<file path="config.mk">
export PLATFORM = sky130hd
export DESIGN_NAME = div8_seq
export DESIGN_NICKNAME = d
export VERILOG_FILES = /design/src/rtl/div8_seq.sv
export SDC_FILE = /design/constraint.sdc
export NUM_CORES = 1
export LEC_CHECK = 0
export CAP_MARGIN = 20
export CORE_ASPECT_RATIO = 0.75
export CORE_MARGIN = 3
export CORE_UTILIZATION = 45
export DETAILED_ROUTE_END_ITERATION = 6
export MAX_ROUTING_LAYER = met4
export PLACE_DENSITY = 0.75
export RECOVER_POWER = 25
export SLEW_MARGIN = 20
export SYNTH_ARGS = -nofsm -noshare
export SYNTH_HDL_FRONTEND = slang
export SYNTH_SLANG_ARGS = --single-unit
</file>
<file path="constraint.sdc">
create_clock -name clk -period 1.86 [get_ports clk]
set_input_delay 0.279 -clock clk [delete_from_list [all_inputs] [get_ports clk]]
set_output_delay 0.279 -clock clk [all_outputs]
set_load 0.005 [all_outputs]
</file>
<file path="src/rtl/div8_seq.sv">
// Sequential unsigned restoring divider: one quotient bit per clock, valid/ready on both sides.
// Optional DIV8_DBZ_EN adds a registered divide-by-zero flag and forces quot=0 when it is set.
module div8_seq #(
    parameter int WIDTH = 8,
    parameter int CNT_W = 4
) (
    input  logic             clk,
    input  logic             rst_n,
    input  logic             in_valid,
    output logic             in_ready,
    input  logic [WIDTH-1:0] dividend,
    input  logic [WIDTH-1:0] divisor,
    output logic             out_valid,
    input  logic             out_ready,
    output logic [WIDTH-1:0] quot,
    output logic [WIDTH-1:0] rem
`ifdef DIV8_DBZ_EN
    ,
    output logic             dbz
`endif
);

    typedef enum logic [1:0] {
        IDLE = 2'd0,
        CALC = 2'd1,
        DONE = 2'd2
    } state_t;

    state_t             state_reg;
    state_t             state_next;
    logic [CNT_W-1:0]   cnt_reg;
    logic [WIDTH-1:0]   q_reg;
    logic [WIDTH-1:0]   r_reg;
    logic [WIDTH-1:0]   d_reg;
    logic [WIDTH:0]     r_shift;
    logic               r_ge;
    logic               accept;

    // The partial remainder is always < divisor after a step, so only the
    // shifted value needs the extra bit for the compare/subtract.
    assign r_shift = {r_reg, q_reg[WIDTH-1]};
    assign r_ge    = (r_shift >= {1'b0, d_reg});
    assign accept  = (state_reg == IDLE) && in_valid;

    always_ff @(posedge clk or negedge rst_n) begin
        if (!rst_n) begin
            state_reg <= IDLE;
        end else begin
            state_reg <= state_next;
        end
    end

    always_comb begin
        state_next = state_reg;
        case (state_reg)
            IDLE:    if (in_valid) state_next = CALC;
            CALC:    if (cnt_reg == '0) state_next = DONE;
            DONE:    if (out_ready) state_next = IDLE;
            default: state_next = IDLE;
        endcase
    end

    always_comb begin
        in_ready  = (state_reg == IDLE);
        out_valid = (state_reg == DONE);
    end

    always_ff @(posedge clk or negedge rst_n) begin
        if (!rst_n) begin
            cnt_reg <= '0;
            q_reg   <= '0;
            r_reg   <= '0;
            d_reg   <= '0;
        end else if (accept) begin
            cnt_reg <= CNT_W'(WIDTH - 1);
            q_reg   <= dividend;
            r_reg   <= '0;
            d_reg   <= divisor;
        end else if (state_reg == CALC) begin
            cnt_reg <= cnt_reg - 1'b1;
            q_reg   <= {q_reg[WIDTH-2:0], r_ge};
            r_reg   <= r_ge ? WIDTH'(r_shift - {1'b0, d_reg}) : r_shift[WIDTH-1:0];
        end
    end

`ifdef DIV8_DBZ_EN
    logic dbz_reg;

    always_ff @(posedge clk or negedge rst_n) begin
        if (!rst_n) begin
            dbz_reg <= 1'b0;
        end else if (accept) begin
            dbz_reg <= (divisor == '0);
        end
    end

    // With a zero divisor the recurrence already leaves rem=dividend; only quot is overridden.
    assign dbz  = dbz_reg;
    assign quot = dbz_reg ? '0 : q_reg;
    assign rem  = r_reg;
`else
    assign quot = q_reg;
    assign rem  = r_reg;
`endif

endmodule

</file>
After elaboration in Yosys (flattened, before gate mapping). Cells that the tools add are included. Widths: inputs -> output; s select.

$add $sub $neg: 2. Magnitude comparators: 1. Equal/unequal tests: 5. Multiplexer cells: 11. Reductions and logical operators: 5.

Operator list (number): $mux 8 (5); $ge 9x8->1 (1); $mux 4 (2); $sub 8x8->8 (1); $mux 2 (3); $pmux 2 s3 (1); $logic_not 4->1 (1); $ne 2x2->1 const B (2); $sub 4x1->4 const B (1); $reduce_and 3->1 (1); $eq 2x1->1 const B (1); $eq 2x2->1 const B (1); $logic_not 2->1 (1); $ne 2x1->1 const B (1); $reduce_bool 2->1 (1); $logic_and 1x1->1 (1).

Register bits: 30.

Depth between registers and ports, before layout. Gate-level depths: netlist of run 1.

Depth after elaboration: 4. Mapped depth: 8. Gate-level depth less buffers: 8.

Least setup slack after synthesis of run 1. OpenSTA, ideal clock, no wires.

Path type: flip-flop to flip-flop. Start: reg r_reg[5], in the netlist rem[5]. End: reg r_reg[5], in the netlist rem[5]. Setup time: 120 ps. Arrival time: 1895 ps. Required time: 1740 ps. Path slack: -154 ps. Cell stages (with the launch flop): 8. Clock period less this slack: 2014 ps. Cells stage by stage: dfrtp_1 > ha_1 > a21o_1 > a211o_1 > buf_6 > or2_0 > buf_2 > a31o_1.

Cells in the longest elaborated chain, start to end: 4.

Ends and longest elaborated chain: start: declaration (RTL line 33) `logic [WIDTH-1:0] r_reg;`; start signal: assignment (RTL line 82) `r_reg <= r_ge ? WIDTH'(r_shift - {1'b0, d_reg}) : r_shift[WIDTH-1:0];`; $ge 9x8->1 (RTL line 42) `assign r_ge = (r_shift >= {1'b0, d_reg});`; $mux 8 (RTL line 82); $mux 8 (RTL line 79) `end else if (state_reg == CALC) begin`; $mux 8 (RTL line 74) `end else if (accept) begin`.

Every way passes these cells. The select of a mux whose other input is x is not followed. A chain may end at the register's enable or synchronous reset.

Worst setup path in the final report of run 1.
Start: reg r_reg[0], in the netlist rem[0]. End: reg r_reg[6], in the netlist rem[6].

Cells in the longest elaborated chain, start to end: 4.

Ends and longest elaborated chain (RTL line): $sub 8x8->8 / $ge 9x8->1 (equally long branches) (82, 42); $mux 8 (*) (82); $mux 8 (*) (79); $mux 8 (*) (74).

Mark *: on every way between the ends. The rest lies on a longest branch, timed or not. The select of a mux whose other input is x is not followed.

==> flow_metrics.tcl, run 1 <==
set metrics [dict create \
    critPathLaunch "rem[0]" \
    overflow 0 \
    netlist_area_um2 1750 \
    leakagePower_uw 0.00117 \
    layout.nets 296 \
    async_reset_ff_frac 1.00 \
    grt_max_degree 31 \
    fin_skew_ns 0.00515 \
    drv_cap 0 \
    synth_commonest_cells "nand2_1, dfrtp_1, o21ai_0" \
    final-hold-violation-count 0 \
    setup_violations 1 \
    dieHeight_um 59.9 \
    wl_per_cell_um 16.1 \
    crit_path_end_kind "flip-flop" \
    htree_levels 2 \
    relSlewSlack 0.496 \
    drc 0 \
    rr_startpoint "rem[0]" \
    synth-edff-count 0 \
    grt_pass1_wl_mm 8.11 \
    rsz0062_at_grt "yes" \
    globalplace.congestion 0.836 \
    yosysUniqueCellTypes 40 \
    dp.cells 305 \
    ys_seq_elements 30 \
    min_from "quot[2]" \
    root_buffer "clkbuf_8" \
    synth_area_leader_cell "dfrtp_1" \
    min_period_ns 1.88 \
    fin_cells 317 \
    tightest_slew_ns 0.756 \
    cts.hold.buffers_added 0 \
    fmax_mhz 532 \
    critPathArrivalTime_ns 2.09 \
    synth_cells 196 \
    ant_nets 0 \
    path_class "reg -> reg" \
    final_layout_size_suffix_gt1_frac 0.258 \
    hp-class "reg -> reg" \
    finalCritPeriodShare 1.01 \
    ys_seq_area_frac 0.430 \
    grt_use_total 0.236 \
    clockBufferDepth 2 \
    maxSlewViolCount 0 \
    row_count 18 \
    ys.flop_type "dfrtp_1" \
    ir_drop_uv 1310 \
    routed_wl_mm 5.09 \
    setup_ws_ns -0.0193 \
    pin_count 38 \
    cts_sinks 30 \
    violations "negative setup slack" \
    cts_inserted_buffers 5 \
    synth_top_area_frac 0.430 \
    outcome "complete, but fails checks" \
    vias 1742 \
    synth.top_cells.by_area "dfrtp_1, nand2_1, ha_1" \
    clock_latency_ns 0.29 \
    powerDensity_nw_per_um2 2280 \
    antenna_found_initial 0 \
    area_growth_pct 51.8 \
    synth_fp_nets 226 \
    core-area_um2 3490 \
    cp_max_fo 4 \
    startpoint_type "flip-flop" \
    start_util 0.500 \
    drtIter0Drc 96 \
    via_per_inst 5.50 \
    tns_ns -0.0193 \
    numPortBuffers 37 \
    dpl.hpwl_mm 3.63 \
    dieArea_um2 4670 \
    postSynthAreaPerCell_um2 8.91 \
    ys_warn_count 0 \
    grt_pass1_vias 1706 \
    fp.dieW_um 77.9 \
    synth_most_common_cell "nand2_1" \
    drt_first_pass_iters 4 \
    diodes 0 \
    cts_tree "yes" \
    cp.required_ns 2.07 \
    clk_pin_slew_ns 0.07 \
]
kinds of logic (layout without fill, tap and decap cells):
| kind of cell | Yosys count | after routing | synth area share |
|---|---|---|---|
| and+or+nand+nor | 72 | 72 | 0.189 |
| DFF | 30 | 30 | 0.430 |
| buffers and inverters | 24 | 95 | 0.0566 |
| adders and majority gates | 10 | 10 | 0.0760 |
| AOI/OAI and AO/OA | 57 | 57 | 0.233 |
| xor gates and xnor gates | 3 | 3 | 0.0151 |
final cells by class:
class / instances / area [um2]
Sequential cell: 30 / 751
Timing Repair Buffer: 73 / 642
Clock buffer: 6 / 82.6
Inverter: 14 / 52.6
Multi-Input combinational cell: 142 / 1050
Clock inverter: 2 / 12.5
Tap cell: 50 / 62.6
Fill cell: 245 / 842
what timing repair did:
action | CTS | global route
gates resized for setup | 9 | 13
pin swaps | 5 | 9
buffers inserted | 1 | 3
setup endpoints to repair | 8 | 9
report_power, final:
group / internal [uW] / switching [uW]
sequential: 996 / 252
combinational: 2200 / 2030
clock: 297 / 265
through the flow:
stage                     power (uW)  worst slack (ns)  area, um2  hold WS, ns  utilization
after floorplan                 3470           -0.0198       1810      -0.0166            -
after global placement          4820           -0.0988       2430        0.469        0.697
after detailed placement        4940            -0.129       2430        0.494        0.697
after CTS                       5690           0.00977       2570        0.400        0.736
after global routing            6490            -0.111       2650        0.522        0.759
final                           6040           -0.0193       2650        0.502        0.759
placed cells by master, fill, tap and decap left out, types with 4 or more instances in the layout:
cell type,count
a21oi_1,4
a22oi_1,6
buf_4,34
clkbuf_8,6
clkdlybuf4s50_1,36
dfrtp_1,30
ha_4,6
inv_1,10
inv_2,4
nand2_1,37
nand3_1,10
nor2_1,7
o211ai_1,9
o21ai_0,18
worst max-delay path: stages, from the launching register on:
cell,delay [ns]
dfrtp_1,0.43
inv_1,0.10
fa_2,0.41
nand2b_4,0.17
a2111o_1,0.37
o311ai_2,0.08
o211ai_1,0.12
o211ai_1,0.11
per-layer routing:
| metal | track usage | vias up | wire (um) |
|---|---|---|---|
| li1 | - | 832 | - |
| met1 | 0.296 | 840 | 2340 |
| met2 | 0.373 | 62 | 2370 |
| met3 | 0.0708 | 8 | 315 |
| met4 | 0.0723 | 0 | 63 |
| met5 | - | - | 0 |
final timing paths:
check / cells after the start / slack [ns] / end
worst max-delay path: 7 / -0.02 / rem[6]
worst min-delay path: 2 / 0.50 / quot[2]
worst max register to register: 7 / -0.02 / rem[6]
worst min register to register: 2 / 0.50 / quot[2]
max in group asynchronous: 2 / 0.78 / quot[0]
min in group asynchronous: 2 / 0.59 / rem[1]
(Power assumes the default switching activity.)
==> inputs of run 2 (changes only) <==
ABC_AREA = 1   (was default)
CELL_PAD_IN_SITES_DETAIL_PLACEMENT = 0   (was default)
CELL_PAD_IN_SITES_GLOBAL_PLACEMENT = 1   (was default)
CORE_ASPECT_RATIO = 0.8   (was 0.75)
CORE_UTILIZATION = 33   (was 45)
==> run 2 against run 1 <==
The run now ends clean. Sequential share of layout area is 1.4 points higher. Synthesized cell count is 22% higher. Maximum frequency is 8.2% higher. Count of clock-buffer cells in the layout is 2 higher. Total power is 7.7% lower. Cell area is 4.9% lower. Global-route usage is 7.4 points lower. Clock power is 13% higher. Hold slack worse by 0.017 ns. Critical path type unchanged. Largest power group unchanged.
==> flow_metrics.tcl, run 2 <==
set metrics [dict create \
    synth_cells 240 \
    cts_sinks 30 \
    globalplace.congestion 0.793 \
    cts.hold.buffers_added 0 \
    mostFrequentLayoutCells "nand2_1, inv_1, clkdlybuf4s50_1" \
    fin_skew_ns 0.00106 \
    critPathArrivalTime_ns 1.92 \
    htree_levels 2 \
    numPortBuffers 37 \
    drv_cap 0 \
    grt_pass1_vias 1649 \
    root_buffer "clkbuf_8" \
    ir_drop_uv 801 \
    power.share.sequential 0.221 \
    via_per_inst 4.43 \
    synth_top_area_frac 0.406 \
    postSynthAreaPerCell_um2 7.70 \
    outcome "finished clean" \
    hp-class "reg -> reg" \
    wl_per_cell_um 12.7 \
    overflow 0 \
    fin_util 0.484 \
    synth_most_common_cell "nand2_1" \
    ys_warn_count 0 \
    netlist_area_um2 1850 \
    routed_wl_mm 4.64 \
    p_int_uw 3060 \
    async_reset_ff_frac 1.00 \
    dieArea_um2 6540 \
    grt_pass1_wl_mm 7.82 \
    fmax_mhz 576 \
    crit_path_end_kind "flip-flop" \
    swShare 0.452 \
    clockBufferDepth 2 \
    final-hold-violation-count 0 \
    synth_fp_nets 270 \
    synth_commonest_cells "nand2_1, inv_1, dfrtp_1" \
    grt_use_total 0.162 \
    regArea_um2 751 \
    dieHeight_um 72.9 \
    powerDensity_nw_per_um2 2210 \
    drtIter0Drc 76 \
    drc 0 \
    final_layout_size_suffix_gt1_frac 0.138 \
    layout.nets 319 \
    pwr-share-comb 0.665 \
    grt_max_degree 31 \
    synth.top_cells.by_area "dfrtp_1, nand2_1, inv_1" \
    path_class "reg -> reg" \
    leakagePower_uw 0.00124 \
    min_period_ns 1.74 \
    ys_seq_elements 30 \
    p_clk_frac 0.114 \
    row_count 23 \
    multi_input_area_um2 940 \
    switchingPower_uw 2520 \
    cts_inserted_buffers 5 \
    dp_slack_ns 0.0427 \
    synth_area_leader_cell "dfrtp_1" \
    clk_pin_slew_ns 0.07 \
    final_common_cell "nand2_1" \
    ys.flop_type "dfrtp_1" \
    drt_first_pass_iters 4 \
    startpoint_type "flip-flop" \
    synth-edff-count 0 \
    dpl.hpwl_mm 3.48 \
    maxSlewViolCount 0 \
    antenna_found_initial 0 \
    core-area_um2 5210 \
    yosysUniqueCellTypes 29 \
    area_growth_pct 36.4 \
    fillers 530 \
    ys_seq_area_frac 0.406 \
    ant_nets 0 \
    diodes 0 \
    setup_violations 0 \
    finalCritPeriodShare 0.934 \
    fp.dieW_um 89.7 \
    cp.required_ns 2.04 \
    relSlewSlack 0.479 \
    cp_max_fo 9 \
    setup_ws_ns 0.123 \
    start_util 0.355 \
    pin_count 38 \
    tightest_slew_ns 0.782 \
    clock_latency_ns 0.29 \
    cts_tree "yes" \
    vias 1618 \
]
-- run 2: final timing paths --
kind	start	endpoint	slack, ns	cells past startpoint
min in group asynchronous	rst_n	d_reg[7]	0.60	2
hold reg to reg	cnt_reg[2]	cnt_reg[2]	0.49	2
setup / recovery	rem[1]	rem[1]	0.12	11
setup reg to reg	rem[1]	rem[1]	0.12	11
max in group asynchronous	rst_n	d_reg[2]	0.76	2
hold / removal	cnt_reg[2]	cnt_reg[2]	0.49	2
-- run 2: repair_timing --
item | 4_1_cts | 5_1_grt
resized for setup | 0 | 6
buffers inserted | 0 | 1
endpoints found under the setup margin | 0 | 9
hold endpoints to repair | 0 | 0
-- run 2: final cells by class --
| cell class | count | area share |
|---|---|---|
| multi-input combinational | 163 | 0.373 |
| clock buffer | 8 | 0.0437 |
| timing repair buffer | 47 | 0.186 |
| tap | 75 | 0.0372 |
| inverter | 42 | 0.0626 |
| sequential | 30 | 0.298 |
-- run 2: power groups by stage --
stage / logic, uW / clock network (uW) / registers (uW)
3_5_place_dp: 3520 / 0 / 1230
2_1_floorplan: 2440 / 0 / 1210
3_3_place_gp: 3490 / 0 / 1220
6_report: 3710 / 635 / 1230
4_1_cts: 3540 / 650 / 1220
5_1_grt: 4230 / 671 / 1280
-- run 2: cell families after synthesis --
family / Yosys count / share of synthesized area
XOR/XNOR: 3 / 0.0142
adder cells (fa/ha/maj): 10 / 0.0718
AO/OA/AOI/OAI: 26 / 0.0880
AND/OR/NAND/NOR: 124 / 0.313
buffers and inverters: 47 / 0.107
flip-flops: 30 / 0.406
-- run 2: routing by layer --
metal	GRT usage	vias to the layer above	part of all wire
met5	-	-	0
met4	0.0347	0	0.0082
met3	0.0474	6	0.045
met2	0.217	38	0.39
met1	0.240	720	0.55
li1	-	854	-
-- run 2: critical path, cell delays in order (launching register included) --
cell and delay (ns):
dfrtp_1 0.46, ha_4 0.35, nand2_1 0.06, nor2_1 0.12, nand2_1 0.09, nand2_2 0.08, nor2_4 0.04, buf_12 0.14
nand2_8 0.10, nand2_1 0.06, nand3_1 0.07, nand2_1 0.05
-- run 2: per-stage QoR --
step / hold slack (ns) / TNS, ns / area (um2) / total power (uW) / instances
floorplan: -0.0166 / 0 / 1850 / 3650 / 240
global placement: 0.465 / 0 / 2350 / 4720 / 356
detailed placement: 0.469 / 0 / 2350 / 4740 / 356
CTS: 0.396 / 0 / 2460 / 5410 / 364
global route: 0.516 / -0.00926 / 2520 / 6180 / 365
finish: 0.485 / 0 / 2520 / 5580 / 365
